### src/rtl/ifu_pkg.sv
// Shared types and constants for the instruction fetch unit.
// IFU_STATS_EN adds push/redirect statistics counters to the top level.
package ifu_pkg;

    localparam int IFU_AW      = 32;
    localparam int IFU_DW      = 32;
    localparam int INSTR_BYTES = 4;

    localparam logic [IFU_AW-1:0] PC_ALIGN_MASK =
        ~IFU_AW'(INSTR_BYTES - 1);

    typedef struct packed {
        logic [IFU_AW-1:0] pc;
        logic [IFU_DW-1:0] instr;
    } fetch_entry_t;

endpackage

### src/rtl/ifu_fifo.sv
// Synchronous fetch buffer; pointers carry one extra wrap bit so
// full and empty are told apart without a separate counter.
module ifu_fifo
    import ifu_pkg::*;
#(
    parameter int  DEPTH = 4,
    parameter type T     = fetch_entry_t
) (
    input  logic                   clk,
    input  logic                   reset,
    input  logic                   push,
    input  T                       push_data,
    input  logic                   pop,
    input  logic                   flush,
    output T                       head,
    output logic [$clog2(DEPTH):0] count,
    output logic                   full,
    output logic                   empty
);

    localparam int PW = $clog2(DEPTH);
    localparam logic [PW:0] ONE = (PW+1)'(1);

    logic [PW:0] r_wr;
    logic [PW:0] r_rd;
    T            r_mem [DEPTH];

    always_ff @(posedge clk) begin
        if (reset) begin
            r_wr <= '0;
            r_rd <= '0;
        end else if (flush) begin
            r_wr <= '0;
            r_rd <= '0;
        end else begin
            if (push) begin
                r_wr <= r_wr + ONE;
            end
            if (pop && !empty) begin
                r_rd <= r_rd + ONE;
            end
        end
    end

    always_ff @(posedge clk) begin
        if (push && !flush) begin
            r_mem[r_wr[PW-1:0]] <= push_data;
        end
    end

    assign head  = r_mem[r_rd[PW-1:0]];
    assign count = r_wr - r_rd;
    assign empty = (r_wr == r_rd);
    assign full  = (r_wr[PW] != r_rd[PW]) &&
                   (r_wr[PW-1:0] == r_rd[PW-1:0]);

endmodule

### src/rtl/instr_fetch_unit.sv
// Fetch initiator: owns the PC, issues into a 1-cycle memory, buffers words.
// Optional IFU_STATS_EN adds stat_fetch_cnt / stat_redirect_cnt outputs.
module instr_fetch_unit
    import ifu_pkg::*;
#(
    parameter int                    ADDR_WIDTH = 32,
    parameter int                    DATA_WIDTH = 32,
    parameter logic [ADDR_WIDTH-1:0] RESET_PC   = '0,
    parameter int                    FIFO_DEPTH = 4
) (
    input  logic                  clk,
    input  logic                  reset,
    output logic [ADDR_WIDTH-1:0] imem_addr,
    input  logic [DATA_WIDTH-1:0] imem_rdata,
    input  logic                  redirect_valid,
    input  logic [ADDR_WIDTH-1:0] redirect_pc,
    output logic                  out_valid,
    input  logic                  out_ready,
    output logic [DATA_WIDTH-1:0] out_instr,
    output logic [ADDR_WIDTH-1:0] out_pc
`ifdef IFU_STATS_EN
    ,
    output logic [31:0]           stat_fetch_cnt,
    output logic [31:0]           stat_redirect_cnt
`endif
);

    typedef struct packed {
        logic [ADDR_WIDTH-1:0] pc;
        logic [DATA_WIDTH-1:0] instr;
    } entry_t;

    localparam int CW = $clog2(FIFO_DEPTH) + 1;
    localparam logic [ADDR_WIDTH-1:0] PC_INC  = ADDR_WIDTH'(INSTR_BYTES);
    localparam logic [ADDR_WIDTH-1:0] W_ALIGN = ~ADDR_WIDTH'(INSTR_BYTES - 1);
    localparam logic [CW:0]           OCC_MAX = (CW+1)'(FIFO_DEPTH);

    logic [ADDR_WIDTH-1:0] r_pc;
    logic                  r_inflight;
    logic [ADDR_WIDTH-1:0] r_inflight_pc;

    logic [ADDR_WIDTH-1:0] w_redir_pc;
    logic [CW-1:0]         w_count;
    logic [CW:0]           w_occ;
    logic                  w_full;
    logic                  w_empty;
    logic                  w_push;
    logic                  w_pop;
    logic                  w_issue;
    entry_t                w_push_data;
    entry_t                w_head;

    assign w_redir_pc = redirect_pc & W_ALIGN;
    assign w_pop      = !w_empty && out_ready;
    assign w_push     = r_inflight && !redirect_valid;

    // Occupancy after this cycle's pop, plus the word in flight, plus the
    // fetch under consideration must fit in the buffer.
    assign w_occ = (CW+1)'(w_count) + (CW+1)'(r_inflight)
                 + (CW+1)'(1) - (CW+1)'(w_pop);

    assign w_issue = !redirect_valid && (w_occ <= OCC_MAX);

    assign w_push_data.pc    = r_inflight_pc;
    assign w_push_data.instr = imem_rdata;

    always_ff @(posedge clk) begin
        if (reset) begin
            r_pc          <= RESET_PC;
            r_inflight    <= 1'b0;
            r_inflight_pc <= '0;
        end else if (redirect_valid) begin
            r_pc       <= w_redir_pc;
            r_inflight <= 1'b0;
        end else if (w_issue) begin
            r_inflight    <= 1'b1;
            r_inflight_pc <= r_pc;
            r_pc          <= r_pc + PC_INC;
        end else begin
            r_inflight <= 1'b0;
        end
    end

    ifu_fifo #(
        .DEPTH (FIFO_DEPTH),
        .T     (entry_t)
    ) u_fifo (
        .clk       (clk),
        .reset     (reset),
        .push      (w_push),
        .push_data (w_push_data),
        .pop       (w_pop),
        .flush     (redirect_valid),
        .head      (w_head),
        .count     (w_count),
        .full      (w_full),
        .empty     (w_empty)
    );

    a_no_overflow: assert property (
        @(posedge clk) disable iff (reset)
        !(w_push && w_full && !w_pop)
    );

    assign imem_addr = r_pc;
    assign out_valid = !w_empty;
    assign out_pc    = w_empty ? '0 : w_head.pc;
    assign out_instr = w_empty ? '0 : w_head.instr;

`ifdef IFU_STATS_EN
    logic [31:0] r_fetch_cnt;
    logic [31:0] r_redirect_cnt;

    always_ff @(posedge clk) begin
        if (reset) begin
            r_fetch_cnt    <= '0;
            r_redirect_cnt <= '0;
        end else begin
            if (w_push) begin
                r_fetch_cnt <= r_fetch_cnt + 32'd1;
            end
            if (redirect_valid) begin
                r_redirect_cnt <= r_redirect_cnt + 32'd1;
            end
        end
    end

    assign stat_fetch_cnt    = r_fetch_cnt;
    assign stat_redirect_cnt = r_redirect_cnt;
`endif

endmodule
### config.mk
export PLATFORM = sky130hd
export DESIGN_NAME = instr_fetch_unit
export DESIGN_NICKNAME = d
export VERILOG_FILES = /design/src/rtl/ifu_pkg.sv /design/src/rtl/ifu_fifo.sv /design/src/rtl/instr_fetch_unit.sv
export SDC_FILE = /design/constraint.sdc
export NUM_CORES = 1
export LEC_CHECK = 0
export ABC_AREA = 1
export BUFFER_PORTS_ARGS = -buffer_cell sky130_fd_sc_hd__buf_2
export CORE_ASPECT_RATIO = 1.5
export CORE_MARGIN = 8
export CORE_UTILIZATION = 40
export CTS_BUF_LIST = sky130_fd_sc_hd__clkbuf_8
export DETAILED_ROUTE_END_ITERATION = 12
export RECOVER_POWER = 100
export SLEW_MARGIN = 20
export SYNTH_ARGS = -nofsm -noshare
export SYNTH_HDL_FRONTEND = slang
export SYNTH_SLANG_ARGS = --single-unit
### constraint.sdc
create_clock -name clk -period 5.06 [get_ports clk]
set_input_delay 0.759 -clock clk [delete_from_list [all_inputs] [get_ports clk]]
set_output_delay 0.759 -clock clk [all_outputs]
set_load 0.01 [all_outputs]
# After elaboration in Yosys (flattened, before gate mapping)
# Memories as Yosys holds them, arrays and structs flattened. A register that Yosys moved wholly into a read port is not among the register bits.
# Cells that the tools add are included.
dict set report word_totals {
  register_bits 71
  mem_bits_rw 256
  inputBits 68
  wordCells 36
  n_memories 1
}
dict set report classes {
  addsub 7
  n_lt_le_gt_ge 1
  eq_ne 1
  mux 9
  bitwise 1
  n_reduce_logical 10
}
# memory depth width read_ports rd_ports_with_merged_regs wr line_no
set mem_list {}
lappend mem_list {u_fifo.r_mem 4 64 1 1 1 ifu_fifo.sv:26} ;# T r_mem [DEPTH];
# operator count
set ops {}
lappend ops {{$mux W32} 4}
lappend ops {{$add A32 B3 Y32 const B} 1}
lappend ops {{$add A3 B1 Y3 const B} 2}
lappend ops {{$logic_and A1 B1 Y1} 5}
lappend ops {{$add A3 B1 Y4} 1}
lappend ops {{$add A4 B1 Y4 const B} 1}
lappend ops {{$le A4 B3 Y1 const B} 1}
lappend ops {{$mux W2} 2}
lappend ops {{$sub A4 B1 Y4} 1}
lappend ops {{$eq A3 B3 Y1} 1}
lappend ops {{$mux W1} 3}
lappend ops {{$sub A3 B3 Y3} 1}
lappend ops {{$logic_not A1 Y1} 2}
lappend ops {{$reduce_and A2 Y1} 1}
lappend ops {{$reduce_bool A2 Y1} 1}
lappend ops {{$reduce_or A2 Y1} 1}
lappend ops {{$not A1 Y1} 1}

# Longest topological paths before layout
# Gate-level depths: netlist of run 1.
dict set report logic_depth {
  depth_word 8
  depth_mapped 19
}

# Cells and area by module
# A second synthesis of run 1 with hierarchy kept.
dict set report hier_totals {
  cells_unflattened 1348
  hier_area_um2 13944.6
}
# mod n_inst cells_per_inst area_per_inst_um2 seq_area_each_um2
set by_module_without_submodules {}
lappend by_module_without_submodules {ifu_fifo 1 685 9987.1 7847.5}
lappend by_module_without_submodules {instr_fetch_unit 1 663 3957.5 1221.2}

# Least setup slack after synthesis of run 1
# OpenSTA, ideal clock, no wires.
dict set report synth_timing {
  path_kind {in2reg}
  start {input redirect_valid}
  end {memory u_fifo.r_mem[3][0] in the netlist's numbering (enable)}
  setup_ns 0.483
  arrival_ns 3.560
  t_required_ns 4.577
  path_slack_ns 1.016
  path_stages 3
  path_buffers 0
  path_cell_list {nor2_1 -> inv_1 -> nor2_1}
}
dict set report synth_between {
  elab_chain_cells 5
}
# item line_no
set synth_rtl {}
lappend synth_rtl {{start: declaration} instr_fetch_unit.sv:15} ;# input logic redirect_valid,
lappend synth_rtl {{$logic_not A1 Y1 *} {ifu_fifo.sv:46, instr_fetch_unit.sv:55}}
lappend synth_rtl {{$logic_and A1 B1 Y1} instr_fetch_unit.sv:55} ;# assign w_push = r_inflight && !redirect_valid;
lappend synth_rtl {{$logic_and A1 B1 Y1 *} ifu_fifo.sv:46} ;# if (push && !flush) begin
lappend synth_rtl {{$mux W1 *} ifu_fifo.sv:46}
lappend synth_rtl {{$mux W1 (not written as such) *} ifu_fifo.sv:47} ;# r_mem[r_wr[PW-1:0]] <= push_data;
lappend synth_rtl {{end: declaration} ifu_fifo.sv:26}
# Mark *: on every way between the ends. The rest lies on a longest branch, timed or not.

# Worst setup path in the final report of run 1
dict set report layout_timing {
  start {input redirect_valid}
  end {memory u_fifo.r_mem[0][7] in the netlist's numbering (enable)}
}
# Same word-level chain as after synthesis.

==> results of run 1 <==
## stage by stage
stage | hold WS (ns) | cells | power, W | setup WS, ns
floorplan | 0.454 | 1291 | 0.00320 | 1.02
global placement | 0.476 | 1806 | 0.00336 | 1.21
detailed placement | 0.485 | 1806 | 0.00337 | 1.11
CTS | 0.351 | 1893 | 0.00549 | 1.12
global route | 0.406 | 1895 | 0.00563 | 0.487
finish | 0.446 | 1895 | 0.00541 | 0.823
## worst reg2reg max path, delay by kind of cell, from the launching register on
family	cells	cell delay, ns
and+or+nand+nor	7	1.57
buffers and inverters	5	1.03
AOI/OAI and AO/OA	1	0.09
adders and majority gates	4	1.10
DFF	1	0.35
## path summary, 6_finish.rpt
check,startpoint,endpoint,slack [ns],depth (start not counted)
max,redirect_valid,u_fifo.r_mem[0][7]$_DFFE_PP_,0.82,5
min,imem_rdata[4],u_fifo.r_mem[1][4]$_DFFE_PP_,0.45,1
max reg2reg,u_fifo.r_wr[0]$_SDFFE_PP0P_,imem_addr[18]$_SDFFE_PP0P_,0.87,17
min reg2reg,r_inflight_pc[25]$_SDFFE_PP0P_,u_fifo.r_mem[0][57]$_DFFE_PP_,0.50,0
## state kept, by name (all words and copies together) (netlist names), named ones only
register and cells:
imem_addr 30, u_fifo.r_rd 3, r_inflight 1, u_fifo.r_wr 3, u_fifo.r_mem 248, r_inflight_pc 30
## per-layer routing
metal / part of all wire (%) / vias to the layer above / wire length (um) / GRT usage, %
met5: 0 / - / 0 / 0
li1: - / 4677 / - / -
met2: 51 / 300 / 16900 / 29.2
met3: 5.6 / 63 / 1870 / 3.45
met4: 3.3 / 0 / 1100 / 7.91
met1: 40 / 4561 / 13500 / 19.1
## cell usage in the layout (no fill, tap or decap), types with 6 or more instances in the layout
cell type / synthesis / layout
clkbuf_8: 0 / 52
nand2_1: 131 / 132
ha_1: 10 / 10
inv_1: 70 / 89
nor2_2: 10 / 10
nor2_1: 333 / 330
buf_2: 14 / 38
nand3_1: 34 / 34
dfxtp_1: 69 / 67
clkbuf_1: 43 / 121
buf_4: 7 / 7
edfxtp_1: 248 / 248
nand3b_1: 6 / 6
a21oi_1: 86 / 86
nand4_1: 7 / 7
o21ai_0: 169 / 173
nor2_4: 3 / 6
clkinv_1: 0 / 8
## logic make-up after synthesis
| family | synth area share [%] |
|---|---|
| and+or+nand+nor | 16.6 |
| DFF | 66.7 |
| AOI/OAI and AO/OA | 10.3 |
| buffers and inverters | 4.62 |
| adders and majority gates | 1.25 |
| xor gates and xnor gates | 0.529 |
| other | 0.0283 |
## power groups by stage
stage | clock (W) | combinational, W | sequential, W
floorplan | 0 | 0.000222 | 0.00298
global placement | 0 | 0.000372 | 0.00299
detailed placement | 0 | 0.000378 | 0.00299
CTS | 0.00218 | 0.000380 | 0.00293
global route | 0.00228 | 0.000407 | 0.00294
finish | 0.00211 | 0.000358 | 0.00294
## area by class of cell
type | count | area, um2
well taps | 415 | 519
fillers | 3155 | 17400
inverters | 75 | 282
multi-input cells | 829 | 3830
flip-flops and latches | 317 | 8830
diodes | 1 | 2.50
clock inverters | 35 | 250
repair buffers | 171 | 759
clock buffers | 52 | 716
==> reports/qor.csv, run 1 <==
stage,metric,value,unit
clocking,cts_buffer_depth,3,
critical_path,required,5.30,ns
power_and_ir_drop,p_per_area,356,nW/um2
critical_path,cpLargestDelayFamily,simple AND/OR/NAND/NOR gates,
timing,tns,0,ns
timing,finalCritPeriodShare,83.7,%
global_route,antenna_found_initial,1,
yosys,seq_area_frac_synth,66.7,%
timing,drv_slew,306,
yosys,post-synth-top-count-cell,nor2_1,
route,first_pass_iters,5,
place,gp_congestion,0.948,
critical_path,critPathSlowestCell,nor2_1,
global_route,grt_pass1_vias,9586,
floorplanning,die_h,239,um
clocking,cts_resized,0,
yosys,syn_area_per_cell,10.3,um2
yosys,synthFlopType,edfxtp_1,
global_route,track_usage,16.7,%
route,routed-via-count,9601,
global_route,grt_max_degree,101,
floorplanning,initial_utilization,40.6,%
final_layout,nets,1523,
final_layout,syn2layout_area_growth,14.7,%
yosys,yosysWarningCount,0,
place,portBuffers,158,
power_and_ir_drop,internal_power,0.00413,W
timing,fmax,236,MHz
place,post-dp-hpwl,20600,um
critical_path,slowest_delay,2.10,ns
clocking,htreeDepth,2,
timing,clock_skew,0.0191,ns
floorplanning,die_w,165,um
clocking,clk_pin_slew,0.06,ns
yosys,synth_area_leaders,"edfxtp_1, dfxtp_1, nor2_1",
critical_path,cp_max_fo,32,
power_and_ir_drop,ir_drop,0.162,mV
floorplanning,dieArea,39300,um2
critical_path,worstSetupEndpointType,flip-flop,
hold_path,min_path_type,in -> reg,
power_and_ir_drop,p_sw_share,23.5,%
global_route,grt_overflow,0,
timing,hold_violations,0,
floorplanning,coreArea,32600,um2
power_and_ir_drop,p_comb_share,6.6,%
timing,tightestPinTransition,2.81,ns
yosys,synth_cells,1288,
route,wirelength,33400,um
critical_path,cp_common_cell,nor2_1,
yosys,yosysTopAreaCellShare,56.2,%
floorplanning,rows,81,
route,drt_iter0_drc,489,
critical_path,cp-start-kind,primary input,
yosys,ys_ff_latch,317,
yosys,synth-async-reset-ratio,0,%
route,viasPerCell,5.07,
timing,setup_viol,0,
outcome,violations,"capacitance limit, slew limit",
final_layout,fin_util,46.5,%
floorplanning,pin_count,165,
route,ant_nets,0,
yosys,synth_common_cells,"nor2_1, edfxtp_1, o21ai_0",
outcome,outcome,"finished, violations left",
yosys,synth-edff-count,248,
clocking,cts_hold_buffers,0,
clocking,cts_root_buf,clkbuf_8,
power_and_ir_drop,sequentialPowerShare,54.3,%
critical_path,crit_buf_inv,3,
timing,relSlewSlack,-88.2,%
critical_path,path_cells,clkbuf_1 -> nor2_1 -> inv_1 -> nor2_1 -> buf_4,
route,avgRoutedWirePerCell,17.6,um
clocking,cts_buffers,49,
critical_path,arrival,4.47,ns
critical_path,crit_type,in -> reg,
flow_run,maxCapViolCount,6,
place,placed_area,14400,um2
clocking,clock_latency,0.58,ns
final_layout,drive_gt1_share,9.33,%
power_and_ir_drop,p_leak,5.57,nW
yosys,syn_area,13200,um2
power_and_ir_drop,switchingPower,0.00127,W
timing,rsz0062_at_grt,false,
clocking,cts_setup_buffers,0,
timing,layout_min_cycle_time,4.24,ns
power_and_ir_drop,pwr-share-clk,39.1,%
clocking,cts_tree,done,
yosys,synthDistinctLibCells,37,
clocking,cts_sinks,317,
route,drc,0,
global_route,grt_pass1_wl,51200,um
yosys,yosysTopAreaCell,edfxtp_1,
final_layout,design_area,15200,um2
Power figures use the tool's default switching activity.
==> run 2: changes to the inputs <==
clock period = 4.27 ns   (was 5.06 ns; I/O delays follow)
==> run 2 against run 1 <==
The flow still finishes with violations (capacitance limit, slew limit). First-iteration DRC count rose by 19%. Clock-buffer cell count fell by 2. Design area barely moved. Sequential cell count did not move. Clock power rose by 17%. Global-route usage rose by 0.29 points. Wire length barely moved. Die area did not move. Via count fell by 1.1%. Non-clock buffer count rose by 5. Combinational power rose by 20%. Largest cell class unchanged.
==> reports/qor.csv, run 2 (synthesized netlist as in run 1, its figures left out) <==
stage,metric,value,unit,change
critical_path,arrival,4.24,ns,was 4.47 ns
critical_path,worstSetupEndpointType,flip-flop,,unchanged
place,portBuffers,158,,unchanged
critical_path,path_cells,inv_1 -> ha_1 -> nand4_1 -> nand2_1 -> inv_1 -> fa_1 -> inv_1 -> ha_1 -> ha_1 -> nand3_1 -> nand2_4 -> nand2_4 -> clkbuf_1 -> nor2_1 -> nand3_1 -> nand3b_1 -> nand2_1 -> inv_1,,was clkbuf_1 -> nor2_1 -> inv_1 -> nor2_1 -> buf_4
hold_path,holdPathStages,1,,unchanged
power_and_ir_drop,ir_drop,0.198,mV,was 0.162 mV
clocking,cts_setup_buffers,0,,unchanged
timing,clock_skew,0.0152,ns,was 0.0191 ns
power_and_ir_drop,sequentialPowerShare,54.6,%,was 54.3%
floorplanning,rows,81,,unchanged
global_route,track_usage,17.0,%,was 16.7%
floorplanning,die_w,165,um,unchanged
critical_path,cpLargestDelayFamily,simple AND/OR/NAND/NOR gates,,unchanged
place,post-dp-hpwl,21100,um,was 20600 um
global_route,grt_overflow,0,,unchanged
clocking,cts_buffers,47,,was 49
route,viasPerCell,5.00,,was 5.07
hold_path,hold_end,u_fifo.r_mem[1][20]$_DFFE_PP_,,was u_fifo.r_mem[1][4]$_DFFE_PP_
route,first_pass_iters,5,,unchanged
outcome,outcome,"finished, violations left",,unchanged
power_and_ir_drop,internal_power,0.00487,W,was 0.00413 W
route,ant_nets,0,,unchanged
timing,relSlewSlack,-53.9,%,was -88.2%
place,gp_congestion,0.950,,was 0.948
critical_path,slowest_delay,0.59,ns,was 2.10 ns
clocking,clk_pin_slew,0.07,ns,was 0.06 ns
final_layout,final_common_cell,nor2_1,,unchanged
critical_path,critPathSlowestCell,clkbuf_1,,was nor2_1
clocking,cts_sinks,317,,unchanged
floorplanning,initial_utilization,40.6,%,unchanged
route,wirelength,33300,um,was 33400 um
hold_path,min_path_type,in -> reg,,unchanged
timing,tightestPinTransition,2.30,ns,was 2.81 ns
global_route,grt_pass1_vias,9614,,was 9586
critical_path,crit_buf_inv,5,,was 3
hold_path,hp-start,imem_rdata[20],,was imem_rdata[4]
power_and_ir_drop,pwr-share-clk,38.7,%,was 39.1%
final_layout,nets,1526,,was 1523
final_layout,final_cell_mix,"nor2_1, edfxtp_1, o21ai_0",,unchanged
timing,drv_slew,170,,was 306
power_and_ir_drop,p_comb_share,6.7,%,was 6.6%
critical_path,crit_start,u_fifo.r_wr[0]$_SDFFE_PP0P_,,was redirect_valid
critical_path,cp_max_fo,20,,was 32
final_layout,multi_input_area,3830,um2,unchanged
critical_path,crit_type,reg -> reg,,was in -> reg
route,routed-via-count,9491,,was 9601
route,drc,0,,unchanged
final_layout,ff_latch_area,8830,um2,unchanged
timing,finalCritPeriodShare,88.3,%,
final_layout,fin_util,46.6,%,was 46.5%
clocking,cts_hold_buffers,0,,unchanged
timing,setup_viol,0,,unchanged
outcome,violations,"capacitance limit, slew limit",,unchanged
clocking,cts_resized,0,,unchanged
final_layout,drive_gt1_share,9.44,%,was 9.33%
timing,fmax,265,MHz,
clocking,cts_tree,done,,unchanged
timing,hold_violations,0,,unchanged
clocking,htreeDepth,2,,unchanged
critical_path,rrSetupSlack,0.50,ns,was 0.87 ns
critical_path,r2r_end,imem_addr[25]$_SDFFE_PP0P_,,was imem_addr[18]$_SDFFE_PP0P_
place,dpl_worst_slack,0.663,ns,was 1.11 ns
clocking,cts_root_buf,clkbuf_8,,unchanged
floorplanning,coreArea,32600,um2,unchanged
critical_path,required,4.74,ns,was 5.30 ns
timing,rsz0062_at_grt,false,,unchanged
clocking,clock_latency,0.57,ns,was 0.58 ns
critical_path,r2r_cells,18,,was 17
global_route,antenna_found_initial,1,,unchanged
power_and_ir_drop,switchingPower,0.00150,W,was 0.00127 W
timing,hold_slack,0.322,ns,was 0.446 ns
final_layout,largest_register_ffs,248,,unchanged
global_route,grt_pass1_wl,52200,um,was 51200 um
floorplanning,pin_count,165,,unchanged
floorplanning,dieArea,39300,um2,unchanged
final_layout,syn2layout_area_growth,14.7,%,about the same
critical_path,cp-start-kind,flip-flop,,was primary input
timing,setup_slack,0.500,ns,was 0.823 ns
flow_run,maxCapViolCount,4,,was 6
final_layout,fill_cells,3110,,was 3155
clocking,cts_buffer_depth,3,,unchanged
power_and_ir_drop,p_per_area,419,nW/um2,was 356 nW/um2
critical_path,cp_common_cell,inv_1,,was nor2_1
global_route,grt_max_degree,68,,was 101
floorplanning,die_h,239,um,unchanged
timing,layout_min_cycle_time,3.77,ns,
power_and_ir_drop,p_leak,5.54,nW,was 5.57 nW
critical_path,r2r_start,u_fifo.r_wr[0]$_SDFFE_PP0P_,,unchanged
route,avgRoutedWirePerCell,17.6,um,about the same
timing,tns,0,ns,unchanged
route,drt_iter0_drc,581,,was 489
power_and_ir_drop,p_sw_share,23.6,%,was 23.5%
-- run 2: cell count changes in the layout (fill, tap and decap cells not counted), sizes merged --
| cell | previous run | this run |
|---|---|---|
| clkinv | 13 | 19 |
| buf | 47 | 46 |
| clkinvlp | 2 | 3 |
| clkbuf | 176 | 180 |
| inv | 91 | 85 |
-- run 2: worst max path at each step --
stage / end / cells past startpoint
2_1_floorplan: u_fifo.r_mem[3][0]$_DFFE_PP_ / 3
3_5_place_dp: imem_addr[18]$_SDFFE_PP0P_ / 18
4_1_cts: imem_addr[18]$_SDFFE_PP0P_ / 18
3_3_place_gp: imem_addr[18]$_SDFFE_PP0P_ / 18
6_report: imem_addr[25]$_SDFFE_PP0P_ / 18
5_1_grt: imem_addr[23]$_SDFFE_PP0P_ / 18
-- run 2: final cells by class --
| class | count | share of cell area [%] |
|---|---|---|
| Clock buffer | 50 | 4.53 |
| Inverter | 75 | 1.86 |
| Clock inverter | 36 | 1.74 |
| Sequential cell | 317 | 58.1 |
| Antenna cell | 1 | 0.0165 |
| Tap cell | 415 | 3.42 |
| Multi-Input combinational cell | 829 | 25.2 |
| Timing Repair Buffer | 176 | 5.11 |
-- run 2: metal layers --
metal | GRT usage (%) | up-vias | routed length, um
met5 | 0 | - | 0
met4 | 6.82 | 0 | 962
met3 | 3.41 | 56 | 1900
met2 | 30.1 | 293 | 16900
met1 | 19.6 | 4456 | 13600
li1 | - | 4686 | -
-- run 2: power groups by stage --
stage	clock [W]	sequential, W	combinational, W
final	0.00247	0.00348	0.000428
after global routing	0.00265	0.00349	0.000487
after CTS	0.00254	0.00348	0.000459
after detailed placement	0	0.00354	0.000456
after global placement	0	0.00354	0.000449
after floorplan	0	0.00353	0.000263
-- run 2: metrics by stage --
step                      instance area, um2  std cells  power (W)
final                                  15200       1899    0.00637
after global routing                   15200       1899    0.00663
after CTS                              15400       1898    0.00647
after detailed placement               14500       1812    0.00400
after global placement                 14500       1812    0.00399
after floorplan                        13300       1291    0.00379
-- run 2: worst register-to-register path: cells and delay by family (launching register included) --
| kind | cells | cell delay [ns] |
|---|---|---|
| AND/OR/NAND/NOR | 9 | 1.29 |
| flip-flops | 1 | 0.36 |
| buffers and inverters | 5 | 0.93 |
| adder cells (fa/ha/maj) | 4 | 1.09 |
==> run 3: changes to the inputs <==
PLACE_DENSITY = 0.61   (was not set)
==> run 3 against run 2 <==
The flow still finishes with violations (capacitance limit, slew limit). Critical path depth fell by 13. Setup slack improved by 0.097 ns. Largest power group unchanged. Critical endpoint is now u_fifo.r_mem[2][3]$_DFFE_PP_. Global-route usage shrank 0.29 points.
==> reports/qor.csv, run 3 (synthesized netlist as in run 1, its figures left out) <==
stage,metric,value,unit,change
outcome,outcome,"finished, violations left",,unchanged
outcome,violations,"capacitance limit, slew limit",,unchanged
clocking,cts_buffer_depth,3,,unchanged
clocking,cts_resized,0,,unchanged
place,portBuffers,158,,unchanged
route,routed-via-count,9580,,was 9491
clocking,cts_buffers,48,,was 47
timing,layout_min_cycle_time,3.67,ns,was 3.77 ns
timing,relSlewSlack,-35.0,%,was -53.9%
global_route,grt_overflow,0,,unchanged
power_and_ir_drop,ir_drop,0.180,mV,was 0.198 mV
floorplanning,die_h,239,um,unchanged
place,placed_area,14400,um2,was 14500 um2
route,drc,0,,unchanged
final_layout,final_common_cell,nor2_1,,unchanged
final_layout,syn2layout_area_growth,14.2,%,was 14.7%
timing,hold_violations,0,,unchanged
timing,hold_slack,0.330,ns,was 0.322 ns
route,ant_nets,0,,unchanged
global_route,grt_pass1_wl,51200,um,was 52200 um
floorplanning,rows,81,,unchanged
final_layout,nets,1527,,was 1526
place,dpl_worst_slack,0.809,ns,was 0.663 ns
timing,tightestPinTransition,2.02,ns,was 2.30 ns
final_layout,drive_gt1_share,9.23,%,was 9.44%
critical_path,cp-start-kind,primary input,,was flip-flop
critical_path,arrival,3.85,ns,was 4.24 ns
global_route,track_usage,16.7,%,was 17.0%
critical_path,path_cells,clkbuf_1 -> nor2_1 -> inv_1 -> nor2_1 -> clkbuf_1,,was inv_1 -> ha_1 -> nand4_1 -> nand2_1 -> inv_1 -> fa_1 -> inv_1 -> ha_1 -> ha_1 -> nand3_1 -> nand2_4 -> nand2_4 -> clkbuf_1 -> nor2_1 -> nand3_1 -> nand3b_1 -> nand2_1 -> inv_1
final_layout,largest_register_ffs,248,,unchanged
timing,clock_skew,0.0155,ns,was 0.0152 ns
clocking,cts_sinks,317,,unchanged
final_layout,design_area,15100,um2,was 15200 um2
route,top_layer,met4,,unchanged
route,route.met3.wl,1950,um,was 1900 um
power_and_ir_drop,p_per_area,408,nW/um2,was 419 nW/um2
critical_path,cp_max_fo,19,,was 20
flow_run,maxCapViolCount,4,,unchanged
hold_path,min_path_type,in -> reg,,unchanged
clocking,cts_setup_buffers,0,,unchanged
route,drt_iter0_drc,548,,was 581
clocking,cts_hold_buffers,0,,unchanged
route,viasPerCell,5.04,,was 5.00
floorplanning,coreArea,32600,um2,unchanged
clocking,clk_pin_slew,0.06,ns,was 0.07 ns
power_and_ir_drop,p_leak,5.52,nW,was 5.54 nW
critical_path,rrSetupSlack,0.70,ns,was 0.50 ns
final_layout,final_cell_mix,"nor2_1, edfxtp_1, o21ai_0",,unchanged
global_route,grt_pass1_vias,9300,,was 9614
timing,fmax,272,MHz,was 265 MHz
route,wirelength,33100,um,was 33300 um
final_layout,multi_input_area,3830,um2,unchanged
place,gp_congestion,0.968,,was 0.950
critical_path,worstSetupEndpointType,flip-flop,,unchanged
timing,rsz0062_at_grt,false,,unchanged
critical_path,slowest_delay,1.43,ns,was 0.59 ns
timing,drv_slew,165,,was 170
place,post-dp-hpwl,20800,um,was 21100 um
floorplanning,dieArea,39300,um2,unchanged
route,wl_met1,13500,um,was 13600 um
clocking,clock_latency,0.57,ns,about the same
floorplanning,initial_utilization,40.6,%,unchanged
route,route.met2.wl,16700,um,was 16900 um
global_route,grt_max_degree,67,,was 68
timing,setup_slack,0.596,ns,was 0.500 ns
clocking,htreeDepth,2,,unchanged
final_layout,ff_latch_area,8830,um2,unchanged
route,first_pass_iters,5,,unchanged
global_route,antenna_found_initial,1,,unchanged
timing,tns,0,ns,unchanged
critical_path,required,4.44,ns,was 4.74 ns
floorplanning,die_w,165,um,unchanged
final_layout,fill_cells,3154,,was 3110
critical_path,crit_type,in -> reg,,was reg -> reg
timing,setup_viol,0,,unchanged
timing,finalCritPeriodShare,86.0,%,was 88.3%
floorplanning,pin_count,165,,unchanged
clocking,cts_root_buf,clkbuf_8,,unchanged
route,avgRoutedWirePerCell,17.4,um,was 17.6 um
critical_path,critPathSlowestCell,nor2_1,,was clkbuf_1
clocking,cts_tree,done,,unchanged
-- run 3: metrics by stage --
step / total power, W / utilization [%] / instances
floorplan: 0.00379 / - / 1291
global placement: 0.00398 / 44.2 / 1812
detailed placement: 0.00400 / 44.2 / 1812
CTS: 0.00628 / 46.9 / 1900
global route: 0.00643 / 46.3 / 1901
finish: 0.00618 / 46.3 / 1901
-- run 3: layout make-up --
type	count	share of cell area (%)
Clock inverter	38	1.25
Multi-Input combinational cell	829	25.3
Sequential cell	317	58.4
Clock buffer	50	4.55
Inverter	75	1.86
Tap cell	415	3.43
Antenna cell	1	0.0165
Timing Repair Buffer	176	5.17
-- run 3: layer usage --
metal / global-route usage (%) / vias up
met2: 29.1 / 298
met4: 6.22 / 0
met3: 3.15 / 60
li1: - / 4696
met5: 0 / -
met1: 20.0 / 4526
-- run 3: final timing paths --
| check | from | to | cells after the start |
|---|---|---|---|
| max reg2reg | u_fifo.r_wr[0]$_SDFFE_PP0P_ | imem_addr[22]$_SDFFE_PP0P_ | 18 |
| min reg2reg | u_fifo.r_rd[2]$_SDFFE_PP0P_ | u_fifo.r_rd[2]$_SDFFE_PP0P_ | 2 |
| max | redirect_valid | u_fifo.r_mem[2][3]$_DFFE_PP_ | 5 |
| min | imem_rdata[27] | u_fifo.r_mem[3][27]$_DFFE_PP_ | 1 |
-- run 3: where the power goes --
| part | switching, W | internal [W] | total (W) | leakage [nW] |
|---|---|---|---|---|
| registers | 0.0000692 | 0.00341 | 0.00348 | 2.83 |
| logic | 0.000300 | 0.000128 | 0.000428 | 2.19 |
| clock network | 0.00112 | 0.00115 | 0.00227 | 0.496 |
| total | 0.00149 | 0.00469 | 0.00618 | 5.52 |
-- run 3: critical path: cells and delay by family --
family	cells	cell delay, ns
buffers and inverters	3	1.56
AND/OR/NAND/NOR	2	1.64
